===== src/rtl/clock_mon_pkg.sv =====
// Shared types and helpers for the clock period monitor.
package clock_mon_pkg;

  typedef enum logic [1:0] {
    IDLE,
    WAIT_RISE,
    MEAS_HIGH,
    MEAS_LOW
  } mon_state_t;

  typedef struct packed {
    logic err_high;
    logic err_low;
    logic err_timeout;
  } mon_err_t;

  // Unsigned window check; the lower bound clamps at zero when tol > exp.
  function automatic logic in_tol(input logic [31:0] x,
                                  input logic [31:0] exp_v,
                                  input logic [31:0] tol);
    logic [32:0] lo_b;
    logic [32:0] hi_b;
    lo_b = (exp_v > tol) ? {1'b0, exp_v - tol} : '0;
    hi_b = {1'b0, exp_v} + {1'b0, tol};
    return ({1'b0, x} >= lo_b) && ({1'b0, x} <= hi_b);
  endfunction

endpackage


===== src/rtl/sync_edge_detect.sv =====
// Two-flop synchronizer followed by a registered rise/fall detector.
// An input edge shows up as a one-cycle strobe three clock edges later.
module sync_edge_detect (
  input  logic i_clk,
  input  logic i_rst,
  input  logic i_sig,
  output logic o_rise,
  output logic o_fall
);

  logic r_s1;
  logic r_s2;
  logic r_s3;
  logic r_rise;
  logic r_fall;

  // Synchronize the asynchronous input and register the edge strobes.
  always_ff @(posedge i_clk) begin
    if (i_rst) begin
      r_s1   <= 1'b0;
      r_s2   <= 1'b0;
      r_s3   <= 1'b0;
      r_rise <= 1'b0;
      r_fall <= 1'b0;
    end else begin
      r_s1   <= i_sig;
      r_s2   <= r_s1;
      r_s3   <= r_s2;
      r_rise <= r_s2 & ~r_s3;
      r_fall <= ~r_s2 & r_s3;
    end
  end

  assign o_rise = r_rise;
  assign o_fall = r_fall;

endmodule


===== src/rtl/clock_period_monitor.sv =====
// Measures high/low time and period of a square wave in clock cycles,
// checks each half against EXP_HALF +/- TOL and tracks lock/timeouts.
module clock_period_monitor
  import clock_mon_pkg::*;
#(
  parameter int CNT_WIDTH  = 16,
  parameter int EXP_HALF   = 5,
  parameter int TOL        = 1,
  parameter int LOCK_COUNT = 4,
  parameter int TIMEOUT    = 64
) (
  input  logic                 clock,
  input  logic                 reset,
  input  logic                 enable,
  input  logic                 sig_in,
  output logic [CNT_WIDTH-1:0] high_cycles,
  output logic [CNT_WIDTH-1:0] low_cycles,
  output logic [CNT_WIDTH-1:0] period_cycles,
  output logic                 meas_valid,
  output logic                 locked,
  output logic                 err_high,
  output logic                 err_low,
  output logic                 err_timeout,
  output logic [CNT_WIDTH-1:0] err_count
);

  localparam logic [CNT_WIDTH-1:0] TO_LAST  = CNT_WIDTH'(TIMEOUT - 1);
  localparam logic [CNT_WIDTH-1:0] LOCK_LIM = CNT_WIDTH'(LOCK_COUNT);

  mon_state_t           r_state;
  mon_state_t           w_state_nxt;
  logic [CNT_WIDTH-1:0] r_cnt;
  logic [CNT_WIDTH-1:0] w_cnt_nxt;
  logic [CNT_WIDTH-1:0] w_cnt_p1;
  logic [CNT_WIDTH-1:0] r_hi;
  logic                 r_hi_ok;
  logic [CNT_WIDTH-1:0] r_good;
  logic [CNT_WIDTH-1:0] w_good_inc;
  logic                 r_locked;
  logic                 r_err_low;
  logic                 r_meas_valid;
  logic [CNT_WIDTH-1:0] r_high;
  logic [CNT_WIDTH-1:0] r_low;
  logic [CNT_WIDTH-1:0] r_period;
  logic [CNT_WIDTH-1:0] r_err_count;
  logic [CNT_WIDTH:0]   w_sum;
  logic [CNT_WIDTH-1:0] w_period_sat;
  logic                 w_rise;
  logic                 w_fall;
  logic                 w_half_ok;
  logic                 w_tmo_hit;
  logic                 w_rise_evt;
  logic                 w_fall_evt;
  logic                 w_any_err;
  mon_err_t             w_err;

  sync_edge_detect u_sync (
    .i_clk  (clock),
    .i_rst  (reset),
    .i_sig  (sig_in),
    .o_rise (w_rise),
    .o_fall (w_fall)
  );

  // The half just ending is cnt+1 cycles long (saturating).
  assign w_cnt_p1     = (&r_cnt) ? r_cnt : r_cnt + CNT_WIDTH'(1);
  assign w_half_ok    = in_tol(32'(w_cnt_p1), 32'(EXP_HALF), 32'(TOL));
  assign w_tmo_hit    = (r_cnt == TO_LAST);
  assign w_sum        = {1'b0, r_hi} + {1'b0, w_cnt_p1};
  assign w_period_sat = w_sum[CNT_WIDTH] ? '1 : w_sum[CNT_WIDTH-1:0];
  assign w_good_inc   = (r_good == LOCK_LIM) ? r_good : r_good + CNT_WIDTH'(1);
  assign w_any_err    = w_err.err_high | w_err.err_timeout | r_err_low;

  // Next-state, counter and error-strobe decode; edges take priority over timeout.
  always_comb begin
    w_state_nxt = r_state;
    w_cnt_nxt   = r_cnt;
    w_err       = '0;
    w_rise_evt  = 1'b0;
    w_fall_evt  = 1'b0;
    if (reset || !enable) begin
      w_state_nxt = IDLE;
      w_cnt_nxt   = '0;
    end else begin
      unique case (r_state)
        IDLE: begin
          w_state_nxt = WAIT_RISE;
          w_cnt_nxt   = '0;
        end
        WAIT_RISE: begin
          if (w_rise) begin
            w_state_nxt = MEAS_HIGH;
            w_cnt_nxt   = '0;
          end else if (w_tmo_hit) begin
            w_err.err_timeout = 1'b1;
            w_cnt_nxt         = '0;
          end else begin
            w_cnt_nxt = w_cnt_p1;
          end
        end
        MEAS_HIGH: begin
          if (w_fall) begin
            w_fall_evt     = 1'b1;
            w_err.err_high = ~w_half_ok;
            w_state_nxt    = MEAS_LOW;
            w_cnt_nxt      = '0;
          end else if (w_tmo_hit) begin
            w_err.err_timeout = 1'b1;
            w_state_nxt       = WAIT_RISE;
            w_cnt_nxt         = '0;
          end else begin
            w_cnt_nxt = w_cnt_p1;
          end
        end
        MEAS_LOW: begin
          if (w_rise) begin
            w_rise_evt    = 1'b1;
            w_err.err_low = ~w_half_ok;
            w_state_nxt   = MEAS_HIGH;
            w_cnt_nxt     = '0;
          end else if (w_tmo_hit) begin
            w_err.err_timeout = 1'b1;
            w_state_nxt       = WAIT_RISE;
            w_cnt_nxt         = '0;
          end else begin
            w_cnt_nxt = w_cnt_p1;
          end
        end
        default: begin
          w_state_nxt = IDLE;
          w_cnt_nxt   = '0;
        end
      endcase
    end
  end

  // State and cycle counter registers.
  always_ff @(posedge clock) begin
    if (reset) begin
      r_state <= IDLE;
      r_cnt   <= '0;
    end else begin
      r_state <= w_state_nxt;
      r_cnt   <= w_cnt_nxt;
    end
  end

  // Latch half-period measurements and publish a full period on each rise.
  always_ff @(posedge clock) begin
    if (reset) begin
      r_hi         <= '0;
      r_hi_ok      <= 1'b0;
      r_high       <= '0;
      r_low        <= '0;
      r_period     <= '0;
      r_meas_valid <= 1'b0;
      r_err_low    <= 1'b0;
    end else begin
      r_meas_valid <= w_rise_evt;
      r_err_low    <= w_err.err_low;
      if (w_fall_evt) begin
        r_hi    <= w_cnt_p1;
        r_hi_ok <= w_half_ok;
      end
      if (w_rise_evt) begin
        r_high   <= r_hi;
        r_low    <= w_cnt_p1;
        r_period <= w_period_sat;
      end
    end
  end

  // Lock tracking and saturating error counter.
  always_ff @(posedge clock) begin
    if (reset) begin
      r_good      <= '0;
      r_locked    <= 1'b0;
      r_err_count <= '0;
    end else begin
      if (w_any_err && !(&r_err_count)) begin
        r_err_count <= r_err_count + CNT_WIDTH'(1);
      end
      if (!enable || w_err.err_high || w_err.err_timeout) begin
        r_good   <= '0;
        r_locked <= 1'b0;
      end else if (w_rise_evt) begin
        if (r_hi_ok && w_half_ok) begin
          r_good   <= w_good_inc;
          r_locked <= (w_good_inc == LOCK_LIM);
        end else begin
          r_good   <= '0;
          r_locked <= 1'b0;
        end
      end
    end
  end

  // err_high/err_timeout are decoded combinationally, so locked is masked here
  // to drop in the very cycle those pulses appear; err_low is registered
  // together with r_locked and needs no mask.
  assign locked        = r_locked & ~(w_err.err_high | w_err.err_timeout);
  assign err_high      = w_err.err_high;
  assign err_timeout   = w_err.err_timeout;
  assign err_low       = r_err_low;
  assign meas_valid    = r_meas_valid;
  assign high_cycles   = r_high;
  assign low_cycles    = r_low;
  assign period_cycles = r_period;
  assign err_count     = r_err_count;

endmodule


===== config.mk =====
export PLATFORM = sky130hd
export DESIGN_NAME = clock_period_monitor
export DESIGN_NICKNAME = d
export VERILOG_FILES = /design/src/rtl/clock_mon_pkg.sv /design/src/rtl/sync_edge_detect.sv /design/src/rtl/clock_period_monitor.sv
export SDC_FILE = /design/constraint.sdc
export NUM_CORES = 1
export LEC_CHECK = 0
export CAP_MARGIN = 40
export CORE_UTILIZATION = 60
export CTS_CLUSTER_DIAMETER = 60
export DETAILED_ROUTE_END_ITERATION = 12
export GPL_TIMING_DRIVEN = 0
export PLACE_DENSITY_LB_ADDON = 0.1
export REMOVE_ABC_BUFFERS = 1
export SLEW_MARGIN = 20
export SYNTH_ARGS = -nofsm -noshare
export SYNTH_HDL_FRONTEND = slang
export SYNTH_SLANG_ARGS = --single-unit

===== constraint.sdc =====
create_clock -name clock -period 8.1 [get_ports clock]
set_input_delay 1.62 -clock clock [delete_from_list [all_inputs] [get_ports clock]]
set_output_delay 1.62 -clock clock [all_outputs]
set_load 0.03 [all_outputs]

==> results.cfg, run 1 <==
[grt]
grt_max_degree = 46
antenna_found_initial = 0
grt_pass1_vias = 5386
grt_pass1_wl_um = 26100
grt_util_all_layers = 0.2981
grt-ovfl-total = 0

[timing]
setup_tns_ns = 0
tightest_slew_ns = 0.8148
fmax_ghz = 0.1668
hold_viol = 0
min_period_over_period = 0.7402
rsz0062_at_grt = false
fin_crit_ns = 5.995
max_slew_margin = 0.4560
skew_ns = 0.008538
slew_violations = 0
setup_violations = 0
holdWs_ns = 0.4006

[clock_network]
cts_tree = built
cts_hold_buf = 0
htreeDepth = 4
cts_made_buffers = 17
cts.sinks = 123
clk_latency_ns = 0.52
root_buffer = clkbuf_8
cts.clk_slew.worst_paths_ns = 0.06
ctsLongestPathBuffers = 2
ctsResizeCount = 0
cts_setup_buffers = 0

[logic_synthesis]
ys_seq_area_frac = 0.3905
synth_top_area_frac = 0.3905
synth_edf_count = 0
synthTopCellsByArea = dfxtp_1, a21oi_1, nand3_1
ys_async_sr_fraction = 0
synth_seq_cells = 123
synth_top_flop_cell = dfxtp_1
ys_types = 71
yosys_warnings = 0
syn_inst = 756
syn_area_mm2 = 0.006306
synth_top_area_cell = dfxtp_1
avgSynthCellArea_um2 = 8.341

[drt]
totalWireLength_um = 15690
drt_iter0_drc = 469
firstDrtPassIters = 5
drc = 0
antenna_left = 0
top_layer_used = met4
vias_per_cell = 6.023
vias = 5770
met1_length_um = 7282
dr_wl_met3_um = 799
wire_per_inst_um = 16.37
dr_wl_met2_um = 7356

[placement]
gp_congestion = 0.8666
dp.cells = 926
port_buffers = 72
hpwl_um = 10660

[critical_path]
path_class = register to output port
cp.required_ns = 6.48
crit_start = r_cnt[0]
reg2reg_to = period_cycles[15]
r2r_start = r_cnt[0]
critPathMaxFanout = 6
crit_path_end = locked
reg2reg_depth = 16
r2r_slack_ns = 3.39
startpoint_type = register
worstSetupEndpointType = output port
worst_ep_arrival_time_ns = 4.38

[floorplan]
core-area_mm2 = 0.01028
fp-row-count = 37
die_area_mm2 = 0.01092
die_x_um = 104.5
start_util = 0.6136
boundaryPins = 73
die_y_um = 104.5

[hold_path]
holdCritStartpoint = u_sync.r_s3
hold_class = register to register

[flow_run]
drv_cap = 0

[run_status]
outcome = finished, final reports clean

[final_layout]
instances_no_fill = 958
fin_nets = 832
antennaDiodeCount = 0
syn2layout_area_growth_pct = 21.53
final_util = 0.7457
drive_gt1_frac = 0.08516
fill_cells = 785

[power]
p_leak_nw = 2.948
power.density_mw_per_mm2 = 182.3
vdd_drop_max_uv = 128.2
-- cells in the final DEF, fill, tap and decap left out, drive strengths merged, types with 7 or more instances in the layout --
| cell type | n |
|---|---|
| ha | 18 |
| o21ai | 60 |
| nand4 | 19 |
| nor3 | 22 |
| nor2 | 54 |
| nand3 | 65 |
| mux2i | 8 |
| nand2 | 60 |
| xor2 | 17 |
| a21oi | 72 |
| nand2b | 7 |
| nor2b | 11 |
| a31oi | 7 |
| and2 | 8 |
| a21o | 9 |
| or3 | 9 |
| xnor2 | 13 |
| nand3b | 20 |
| dfxtp | 123 |
| clkbuf | 22 |
| clkdlybuf4s50 | 71 |
| and3 | 14 |
| inv | 28 |
-- power breakdown --
group	internal [mW]	total (mW)	switching (mW)
clock	0.501	0.773	0.272
combinational	0.00455	0.0163	0.0117
sequential	0.607	0.607	0.000909
-- synthesized netlist by cell type, types with 9 or more instances --
cell type	number
nand3b_1	20
a21oi_1	70
o21ai_0	58
clkbuf_1	28
ha_1	18
xnor2_1	13
nand2_1	56
inv_1	27
a21o_1	9
dfxtp_1	123
nor3_1	20
nand4_1	15
or3_1	9
nor2b_1	11
and3_1	14
nand3_1	63
nor2_1	53
xor2_1	17
-- worst min-delay path by stage --
| stage | end | slack, ns | cells past startpoint |
|---|---|---|---|
| 2_1_floorplan | u_sync.o_rise | 0.38 | 1 |
| 3_3_place_gp | u_sync.o_rise | 0.39 | 1 |
| 3_5_place_dp | u_sync.o_rise | 0.40 | 1 |
| 4_1_cts | u_sync.o_rise | 0.40 | 1 |
| 5_1_grt | u_sync.o_rise | 0.43 | 1 |
| 6_report | u_sync.o_rise | 0.40 | 1 |
-- state kept, by name (all words and copies together) (netlist names) --
| register | cells |
|---|---|
| u_sync.r_s2 | 1 |
| high_cycles | 16 |
| period_cycles | 16 |
| err_count | 16 |
| low_cycles | 16 |
| u_sync.o_fall | 1 |
| u_sync.r_s1 | 1 |
| u_sync.r_s3 | 1 |
| r_hi_ok | 1 |
| r_good | 16 |
| meas_valid | 1 |
| r_hi | 16 |
| err_low | 1 |
| r_cnt | 16 |
| u_sync.o_rise | 1 |
| r_state | 2 |
| r_locked | 1 |
-- metrics by stage --
stage	setup WS, ns	instance area (um2)	power [mW]
global route	1.843	7664	1.430
global placement	-0.9597	7012	0.6365
floorplan	2.566	6121	0.6290
detailed placement	2.575	7052	0.6366
finish	2.105	7664	1.397
CTS	2.077	7664	1.400
-- final cells by class --
type                            instances  area, um2  area share
Clock buffer                           22      473.0     0.06171
Clock inverter                         10      138.9     0.01812
Inverter                               28      105.1     0.01371
Multi-Input combinational cell        563       3553      0.4637
Timing Repair Buffer                   76      760.7     0.09927
Sequential cell                       123       2462      0.3213
Tap cell                              136      170.2     0.02220
-- per-layer routing --
metal	up-vias	track usage
li1	2818	-
met1	2717	0.3964
met2	202	0.4825
met3	33	0.06516
met4	0	0.08980
met5	-	0
-- critical path, cell delays in order (launching register included) --
cell,delay [ns]
dfxtp_1,0.40
ha_1,0.30
inv_1,0.19
nor4_1,0.38
mux2i_1,0.60
nand2_1,0.24
nor4_4,0.47
nand3_2,0.15
a21oi_2,0.29
and2_1,0.17
clkdlybuf4s50_1,0.66
-- kinds of logic (layout without fill, tap and decap cells) --
logic type / after synthesis / in the layout / synth area share
and+or+nand+nor: 314 / 314 / 0.2762
AOI/OAI and AO/OA: 184 / 184 / 0.1792
DFF: 123 / 123 / 0.3905
buffers and inverters: 70 / 136 / 0.04603
xor gates and xnor gates: 30 / 30 / 0.04167
adders and majority gates: 22 / 22 / 0.04425
muxes: 13 / 13 / 0.02222
No activity file was read; power rests on OpenSTA's default activity.
==> inputs of run 2 (changes only) <==
CORE_UTILIZATION = 56   (was 60)
clock period = 5.7 ns   (was 8.1 ns; I/O delays follow)
==> run 2 against run 1 <==
- first-iteration DRC count shrank 14%
- via count down 0.29%
- setup slack worse by 1.8 ns
- worst hold slack improved by 0.018 ns
- non-clock buffer count increased by 2
- cell count increased by 0.42%
- core utilization is 4.4 points lower
- clock power is 26% higher
- critical endpoint unchanged
- largest cell class unchanged
==> results.cfg, run 2 (synthesis gave the netlist of run 1 again) <==
[run_status]
outcome = finished, final reports clean

[critical_path]
cp.required_ns = 4.56
critPathMaxFanout = 6
path_class = register to output port
startpoint_type = register
worstSetupEndpointType = output port
worst_ep_arrival_time_ns = 4.28

[hold_path]
hold_class = register to register

[final_layout]
fill_cells = 917
final_util = 0.7013
instances_no_fill = 962
fin_nets = 834
syn2layout_area_growth_pct = 21.09
drive_gt1_frac = 0.08637
ff_latch_area_mm2 = 0.002462
final_common_cell = dfxtp_1
antennaDiodeCount = 0
multi_input_area_mm2 = 0.003561
most-common-layout-cells = dfxtp_1, clkdlybuf4s50_1, a21oi_1, nand3_1, o21ai_0

[grt]
grt_max_degree = 46
grt_pass1_vias = 5090
grt_util_all_layers = 0.2693
grt_pass1_wl_um = 24680
grt-ovfl-total = 0
antenna_found_initial = 0

[timing]
fmax_ghz = 0.1844
fin_crit_ns = 5.422
hold_viol = 0
fin_ws_ns = 0.2776
rsz0062_at_grt = false
slew_violations = 0
skew_ns = 0.007019
tightest_slew_ns = 0.8169
min_period_over_period = 0.9513
setup_violations = 0
max_slew_margin = 0.4554

[drt]
wire_per_inst_um = 15.98
firstDrtPassIters = 6
antenna_left = 0
totalWireLength_um = 15370
drc = 0
vias = 5753
vias_per_cell = 5.980
drt_iter0_drc = 401

[clock_network]
cts_tree = built
root_buffer = clkbuf_8
cts_setup_buffers = 0
cts_hold_buf = 0
clk_latency_ns = 0.52
ctsLongestPathBuffers = 2
htreeDepth = 4
cts_made_buffers = 17
cts.sinks = 123
cts.clk_slew.worst_paths_ns = 0.06

[floorplan]
core-area_mm2 = 0.01089
die_area_mm2 = 0.01169
start_util = 0.5792
die_x_um = 108.1
die_y_um = 108.1
fp-row-count = 38
boundaryPins = 73

[placement]
gp_congestion = 0.8864
hpwl_um = 10680
dp_slack_ns = 0.7228
port_buffers = 72
dp.cells = 932

[power]
vdd_drop_max_uv = 180.2
p_leak_nw = 2.930
power.density_mw_per_mm2 = 243.9

[flow_run]
drv_cap = 0
[run 2: through the flow]
stage / hold slack [ns] / total power [mW] / setup TNS [ns] / instance area, um2
finish: 0.4188 / 1.863 / 0 / 7636
global route: 0.4284 / 1.920 / 0 / 7636
CTS: 0.4132 / 1.875 / 0 / 7629
detailed placement: 0.4051 / 0.9072 / 0 / 7096
global placement: 0.3888 / 0.9051 / -116.13 / 7017
floorplan: 0.3835 / 0.8939 / 0 / 6121
[run 2: final timing paths]
path | start | to | slack [ns] | depth (start not counted)
worst max register to register | r_cnt[0] | period_cycles[15] | 1.02 | 16
worst min-delay path | u_sync.r_s2 | u_sync.o_fall | 0.42 | 1
worst min register to register | u_sync.r_s2 | u_sync.o_fall | 0.42 | 1
worst max-delay path | r_cnt[0] | locked | 0.28 | 10
[run 2: repair_timing]
item	CTS	global route
hold endpoints to repair	0	0
gates resized for setup	0	2
endpoints found under the setup margin	0	1
[run 2: report_power, final]
| group | total [mW] | switching [mW] | internal, mW |
|---|---|---|---|
| registers | 0.863 | 0.00129 | 0.862 |
| clock network | 0.974 | 0.371 | 0.603 |
| logic | 0.0255 | 0.0172 | 0.00828 |
| total | 1.86 | 0.390 | 1.47 |
[run 2: final cells by class]
class	instances	area share
clock buffer	22	0.06063
clock inverter	8	0.009176
inverter	28	0.01376
multi-input combinational	563	0.4663
sequential	123	0.3225
tap	140	0.02294
timing repair buffer	78	0.1047
[run 2: worst max-delay path, cell delays in order (launching register included)]
cell	delay, ns
dfxtp_1	0.42
ha_1	0.31
inv_1	0.17
nor4_1	0.49
mux2i_2	0.47
nand2_1	0.21
nor4_4	0.45
nand3_2	0.14
a21oi_2	0.27
and2_1	0.17
clkdlybuf4s50_1	0.66
[run 2: per-layer routing]
metal  part of all wire  up-vias  GRT usage
met2               0.46      183     0.4154
met5                  0        -          0
met4              0.014        0    0.09687
met3              0.052       21    0.05425
met1               0.48     2721     0.3716
li1                   -     2828          -
==> inputs of run 3 (changes only) <==
CORE_UTILIZATION = 60   (was 56)
CTS_CLUSTER_DIAMETER = unset   (was 60)
DONT_BUFFER_PORTS = 1   (was unset)
==> run 3 against run 2 <==
- sequential cell count is the same
- core utilization fell by 1.9 points
- first-iteration DRC count fell by 3.7%
- sequential share of layout area grew 2.9 points
- cell count decreased by 7.7%
- critical endpoint unchanged
- register-to-register slack about the same
- clock power grew 19%
==> results.cfg, run 3 (synthesis gave the netlist of run 1 again) <==
[critical_path]
reg2reg_to = period_cycles[15]
critPathSlowestCell = mux2i_1
worstSetupEndpointType = output port
cp.depth = 9
crit_family = simple AND/OR/NAND/NOR gates
cp_cell_sequence = ha_1 -> inv_1 -> nor4_1 -> mux2i_1 -> nand2_1 -> nor4_4 -> nand3_2 -> a21oi_2 -> and2_1
path_class = register to output port
r2r_slack_ns = 1.01
reg2reg_depth = 16
worst_ep_arrival_time_ns = 3.92
cp_slowest_stage_delay_ns = 0.60
cp.required_ns = 4.56
critPathMaxFanout = 6
startpoint_type = register
crit_buf_inv = 1
r2r_start = r_cnt[0]

[floorplan]
die_y_um = 104.5
die_x_um = 104.5
start_util = 0.6136
boundaryPins = 73
fp-row-count = 37
core-area_mm2 = 0.01028
die_area_mm2 = 0.01092

[final_layout]
syn2layout_area_growth_pct = 11.15
antennaDiodeCount = 0
multi_input_area_mm2 = 0.003553
most-common-layout-cells = dfxtp_1, a21oi_1, nand3_1, o21ai_0, nand2_1
final_util = 0.6820
ff_latch_area_mm2 = 0.002462
fill_cells = 853
drive_gt1_frac = 0.08910
final_common_cell = dfxtp_1
fin_nets = 762
instances_no_fill = 888

[grt]
grt_max_degree = 46
antenna_found_initial = 0
grt-ovfl-total = 0
grt_util_all_layers = 0.2860
grt_pass1_vias = 5187
grt_pass1_wl_um = 25100

[drt]
drt_iter0_drc = 386
antenna_left = 0
vias = 5469
firstDrtPassIters = 5
wire_per_inst_um = 17.02
vias_per_cell = 6.159
drc = 0
totalWireLength_um = 15110

[timing]
max_slew_margin = 0.5186
setup_violations = 0
rsz0062_at_grt = false
fin_ws_ns = 0.6373
slew_violations = 0
fin_crit_ns = 5.063
skew_ns = 0.005286
fmax_ghz = 0.1975
tightest_slew_ns = 0.7221
hold_viol = 0
min_period_over_period = 0.8882

[hold_path]
min_to = u_sync.o_rise
hold_class = register to register
holdPathStages = 1
holdCritStartpoint = u_sync.r_s3

[power]
power.density_mw_per_mm2 = 290.8
p_leak_nw = 2.730
total_power_mw = 2.038
vdd_drop_max_uv = 229.4

[clock_network]
root_buffer = clkbuf_8
ctsLongestPathBuffers = 2
cts_hold_buf = 0
cts.clk_slew.worst_paths_ns = 0.06
cts_tree = built
ctsResizeCount = 0
clk_latency_ns = 0.53
cts.sinks = 123
cts_setup_buffers = 0
cts_made_buffers = 17
htreeDepth = 4

[placement]
gp_congestion = 0.8410
dp_slack_ns = 1.067
port_buffers = 0
dp.cells = 855
hpwl_um = 10230

[run_status]
outcome = finished, final reports clean

[flow_run]
drv_cap = 0
==> run 3: changes by cell type in the layout (fill, tap and decap cells not counted), sizes merged <==
cell / change
bufinv: +4
clkinv: -3
clkdlybuf4s50: -71
buf: -1
clkbuf: +3
clkinvlp: -2
==> run 3: worst max path at each step <==
| stage | slack [ns] | to | startpoint |
|---|---|---|---|
| after global routing | 0.46 | locked | r_cnt[0] |
| after detailed placement | 1.07 | period_cycles[15] | r_cnt[0] |
| after global placement | -1.19 | r_good[4] | enable |
| after CTS | 0.64 | locked | r_cnt[0] |
| final | 0.64 | locked | r_cnt[0] |
| after floorplan | 0.65 | r_good[4] | enable |
==> run 3: routing by layer <==
metal | global-route usage | part of all wire | vias up
li1 | - | - | 2678
met1 | 0.3847 | 0.48 | 2623
met2 | 0.4361 | 0.45 | 147
met3 | 0.08521 | 0.053 | 21
met4 | 0.09592 | 0.014 | 0
met5 | 0 | 0 | -
==> run 3: stage by stage <==
stage               TNS, ns  area (um2)  hold WS (ns)
CTS                       0        6982        0.4106
global route              0        7009        0.4264
global placement     -22.85        6291        0.3882
finish                    0        7009        0.4077
detailed placement        0        6347        0.4002
floorplan                 0        6121        0.3835
==> run 3: layout make-up <==
cell class,instances,area share
Timing Repair Buffer,6,0.01196
Tap cell,136,0.02428
Inverter,28,0.01499
Clock inverter,7,0.02285
Multi-Input combinational cell,563,0.5070
Sequential cell,123,0.3513
Clock buffer,25,0.06765
==> run 3: power breakdown <==
group / internal, mW / switching, mW
clock network: 0.788 / 0.367
registers: 0.862 / 0.00131
logic: 0.00692 / 0.0125
total: 1.66 / 0.381
